**config.mk**
```make
export PLATFORM = sky130hd
export DESIGN_NAME = joystick_responder
export DESIGN_NICKNAME = d
export VERILOG_FILES = /design/src/rtl/joystick_responder.sv
export SDC_FILE = /design/constraint.sdc
export NUM_CORES = 1
export LEC_CHECK = 0
export CORE_MARGIN = 10
export CORE_UTILIZATION = 30
export CTS_BUF_LIST = sky130_fd_sc_hd__clkbuf_8
export DETAILED_ROUTE_END_ITERATION = 8
export HOLD_SLACK_MARGIN = 0.15
export PLACE_DENSITY = 0.59
export RECOVER_POWER = 100
export SLEW_MARGIN = 10
export SYNTH_ARGS = -nofsm -noshare
export SYNTH_HDL_FRONTEND = slang
export SYNTH_SLANG_ARGS = --single-unit
export TNS_END_PERCENT = 30
```
**constraint.sdc**
```tcl
create_clock -name clk -period 2 [get_ports clk]
set_input_delay 0.3 -clock clk [delete_from_list [all_inputs] [get_ports clk]]
set_output_delay 0.3 -clock clk [all_outputs]
set_load 0.005 [all_outputs]
```
**src/rtl/joystick_responder.sv**
```systemverilog
// Device-side responder for the serial joystick link: loads {X,Y} on latch and
// shifts it out MSB first on each synchronized pulse rising edge.
module joystick_responder #(
    parameter int   WIDTH = 8,
    parameter logic IDLE  = 1'b1
) (
    input  logic                             clk,
    input  logic                             reset,
    input  logic                             latch,
    input  logic                             pulse,
    input  logic signed [WIDTH-1:0]          positionX,
    input  logic signed [WIDTH-1:0]          positionY,
    output logic                             data_out,
    output logic [$clog2(2*WIDTH+1)-1:0]     bit_cnt,
    output logic                             frame_done
);
    localparam int            FRAME = 2 * WIDTH;
    localparam int            CW    = $clog2(FRAME + 1);
    localparam logic [CW-1:0] LAST  = CW'(FRAME - 1);
    localparam logic [CW-1:0] FULL  = CW'(FRAME);

    logic [1:0]       latch_sync;   // {s2, s1}
    logic [2:0]       pulse_sync;   // {s3, s2, s1}
    logic             lat;
    logic             prise;
    logic [FRAME-1:0] sr;

    always_ff @(posedge clk or posedge reset) begin
        if (reset) begin
            latch_sync <= '0;
            pulse_sync <= '0;
        end else begin
            latch_sync <= {latch_sync[0], latch};
            pulse_sync <= {pulse_sync[1:0], pulse};
        end
    end

    // s1 may be metastable; decisions use only s2 and the s3 history.
    assign lat   = latch_sync[1];
    assign prise = pulse_sync[1] & ~pulse_sync[2];

    // Load has priority: a pulse edge seen while latched is dropped, not queued.
    always_ff @(posedge clk or posedge reset) begin
        if (reset) begin
            sr         <= {FRAME{IDLE}};
            bit_cnt    <= '0;
            frame_done <= 1'b0;
        end else if (lat) begin
            sr         <= {positionX, positionY};
            bit_cnt    <= '0;
            frame_done <= 1'b0;
        end else if (prise) begin
            sr         <= {sr[FRAME-2:0], IDLE};
            if (bit_cnt < FULL)
                bit_cnt <= bit_cnt + CW'(1);
            frame_done <= (bit_cnt == LAST);
        end else begin
            frame_done <= 1'b0;
        end
    end

    assign data_out = sr[FRAME-1];

endmodule

```
==> impl_results.md <==
- Aggregate routed wire length: 2380 microns
- Synth cell count leaders: sky130_fd_sc_hd__o21ai_0, sky130_fd_sc_hd__nand2_1, sky130_fd_sc_hd__dfstp_2
- Clock slew at the register clock pins of the worst setup and hold paths: 0.09 ns
- Crit path launch type: flip-flop
- Global Route Usage Sum: 0.0776
- Global-route congestion overflow total: 0
- Number of failing hold endpoints at the final stage: 0
- Count of antenna-violating nets left after detailed routing: 0
- Root Buffer: sky130_fd_sc_hd__clkbuf_8
- Clock network latency to the later pin of the worst-skew pair: 0.27 ns
- Most frequent cell after synthesis: sky130_fd_sc_hd__o21ai_0
- CP Data Arrival Time: 1.88 ns
- Post-Syn Nets: 126
- Worst Clk Skew: 0.00700 ns
- Placed Area: roughly 1500 sq um
- Clock buffers created by TritonCTS: 3
- Number of warnings printed during yosys synthesis: 0
- Vias in the first global route: 897
- Worst vdd rail ir drop: 0.292 mV
- Fin crit share: 0.841
- Syn Inst Count: 104
- Initial cell density of the core: 0.316
- Maximum number of pins on one net before global-route repair: 28
- Min Hold Slack: 0.358 ns
- Synth Area per Inst: 11.4 sq um
- Resize count post-CTS: 0
- Hold Crit Class: reg -> reg
- Accumulated negative setup slack: 0 ns
- Row Count: 22
- Synthesized flop and latch total: 27
- Actual slew at the worst max-slew pin: 0.744 ns
- Critical path endpoint category: flip-flop
- Fin area: 1520 sq um
- Number of placed instances, taps included: between 150 and 200
- I/O pin count: 27
- Number of cells in the finished layout apart from fillers: 179
- Per-cell via count in the routed design: about 4.6
- Async set-reset flop share out of synthesis: 1.00
- Status: finished clean
- TritonRoute pass-1 iters: 4
- Max Clk Rate: ~590 MHz
- Number of antenna violations at the first check in global routing: 0
- Setup Fix Bufs, Post-CTS: 0
- # DRC: 0
- R2r setup slk: 0.32 ns
- Number of fill cells in the layout: 370
- Post-CTS Hold Fix Bufs: 0
- Fin crit period: ~1.7 ns
- Number of diodes added for antenna fixing: 0
- Total number of nets in the final design: 154
- CTS tree: yes
- Fraction of final layout cells sized beyond drive strength 1: 0.160
- Setup repair after global routing missed its margin: no
- Total number of vias: 826
- Number of synthesized flops with an enable pin: 0
- Start of the worst register-to-register path: pulse_sync[2]
- Maximum buffer depth of the clock tree: 2
- Standby leakage power: 0.000662 uW
- Post-synth top flop: sky130_fd_sc_hd__dfstp_2
- Global-route wire length before repair: 4160 microns
- Biggest area contributors in the synthesized netlist: sky130_fd_sc_hd__dfstp_2, sky130_fd_sc_hd__dfrtp_1, sky130_fd_sc_hd__mux2i_1, sky130_fd_sc_hd__o21ai_0, sky130_fd_sc_hd__nand2_1
- Fraction of synthesized cell area taken by the top area cell type: 0.356
- Die X-Extent: 82.7 microns
- Pins Over Slew Limit: 0
- Portion of the post-synthesis area used by sequential elements: 0.589
- Worst max-slew margin expressed relative to the limit: 0.504
- Number of unique standard cell types used by synthesis: 20
- Post-synthesis cell type with the largest combined area: sky130_fd_sc_hd__dfstp_2
- Hold path startpoint: latch_sync[0]
- Netlist area before placement: 1180 sq um
- Port Buffers: 26
- Overall die height: 82.7 microns
- Routability congestion estimate: 0.724
- Area enclosed by the die boundary: 6850 sq um
- Number of sinks on the clock net: 27
- Violation count after the first detailed-route iteration: 47
- Post-detail-place hpwl: between 1500 and 2000 microns
- Total power per unit cell area: 710 nW/um^2
- Std-Cell Core Area: 3740 sq um
- CP Launch Point: pulse_sync[2]
- Crit-path max FO: 13
- Required arrival time at the worst endpoint: 2.20 ns
- Setup violations, final: 0
- Layout-stage area growth over the synthesis result: 28.9%
- Power, Total: about 1100 uW
- Path type of the worst setup path: reg -> reg
- Max_cap viols: 0
- Wire length per cell after detailed routing: 13.3 microns
- Total number of H-tree levels: 1
[power by group]
| part | switching, uW | internal [uW] | leakage (uW) |
|---|---|---|---|
| clock | 170 | 140 | 0.0000255 |
| sequential | 27.8 | 611 | 0.000309 |
| combinational | 58.0 | 74.7 | 0.000328 |
[per-layer routing]
metal  GRT usage  vias to the layer above  wire (microns)
li1            -                      408               -
met1      0.0941                      394            1120
met2       0.120                       19            1070
met3      0.0324                        5             146
met4      0.0301                        0              37
met5           0                        -               0
[cell usage in the layout, fill, tap and decap left out]
master / count
sky130_fd_sc_hd__dlygate4sd3_1: 9
sky130_fd_sc_hd__ha_1: 2
sky130_fd_sc_hd__clkbuf_8: 3
sky130_fd_sc_hd__nor3b_1: 2
sky130_fd_sc_hd__a21oi_1: 2
sky130_fd_sc_hd__dfstp_2: 15
sky130_fd_sc_hd__clkinv_2: 1
sky130_fd_sc_hd__o21ai_0: 18
sky130_fd_sc_hd__dfrtp_1: 11
sky130_fd_sc_hd__xnor2_1: 2
sky130_fd_sc_hd__dfstp_1: 1
sky130_fd_sc_hd__or4_1: 1
sky130_fd_sc_hd__nor2_1: 3
sky130_fd_sc_hd__clkdlybuf4s50_1: 17
sky130_fd_sc_hd__and3_1: 1
sky130_fd_sc_hd__nand3_1: 1
sky130_fd_sc_hd__nand2_1: 17
sky130_fd_sc_hd__nor2b_1: 2
sky130_fd_sc_hd__o31ai_1: 1
sky130_fd_sc_hd__mux2i_1: 15
sky130_fd_sc_hd__inv_1: 2
sky130_fd_sc_hd__nand2b_1: 1
sky130_fd_sc_hd__and4bb_2: 1
sky130_fd_sc_hd__clkbuf_2: 1
sky130_fd_sc_hd__clkbuf_1: 2
[logic make-up (layout without fill, tap and decap cells)]
logic type,after synthesis,count (layout),share of synthesized area
buffers and inverters,8,35,0.0318
multiplexers,15,15,0.127
AO/OA/AOI/OAI,21,21,0.0911
adder cells (fa/ha/maj),2,2,0.0212
AND/OR/NAND/NOR,29,29,0.125
flip-flops,27,27,0.589
XOR/XNOR,2,2,0.0148
[final cells by class]
| type | count | area [sq um] | share of cell area |
|---|---|---|---|
| clock buffers | 3 | 41.3 | 0.0271 |
| clock inverters | 1 | 5.00 | 0.00329 |
| inverters | 2 | 7.51 | 0.00493 |
| multi-input cells | 69 | 440 | 0.289 |
| flip-flops and latches | 27 | 696 | 0.457 |
| well taps | 48 | 60.1 | 0.0394 |
| repair buffers | 29 | 273 | 0.179 |
[worst paths after layout]
path,end,depth (start not counted)
setup / recovery,bit_cnt[3],3
hold / removal,latch_sync[1],0
setup reg to reg,bit_cnt[3],3
hold reg to reg,latch_sync[1],0
max in group asynchronous,latch_sync[1],3
min in group asynchronous,bit_cnt[1],3
[critical path: stages (launching register included)]
cell and delay (ns):
sky130_fd_sc_hd__dfrtp_1 0.41, sky130_fd_sc_hd__nand2b_1 0.45, sky130_fd_sc_hd__or4_1 0.60, sky130_fd_sc_hd__a21oi_1 0.15
[registers in the layout, summed over array words and instances, names as in the netlist]
name / cells
sr: 16
bit_cnt: 5
pulse_sync: 3
latch_sync: 2
frame_done: 1
[through the flow]
step	utilization	setup WS, ns
after floorplan	-	0.646
after global placement	0.399	0.629
after detailed placement	0.399	0.580
after CTS	0.411	0.365
after global routing	0.407	0.202
final	0.407	0.317
Power figures use the tool's default switching activity.
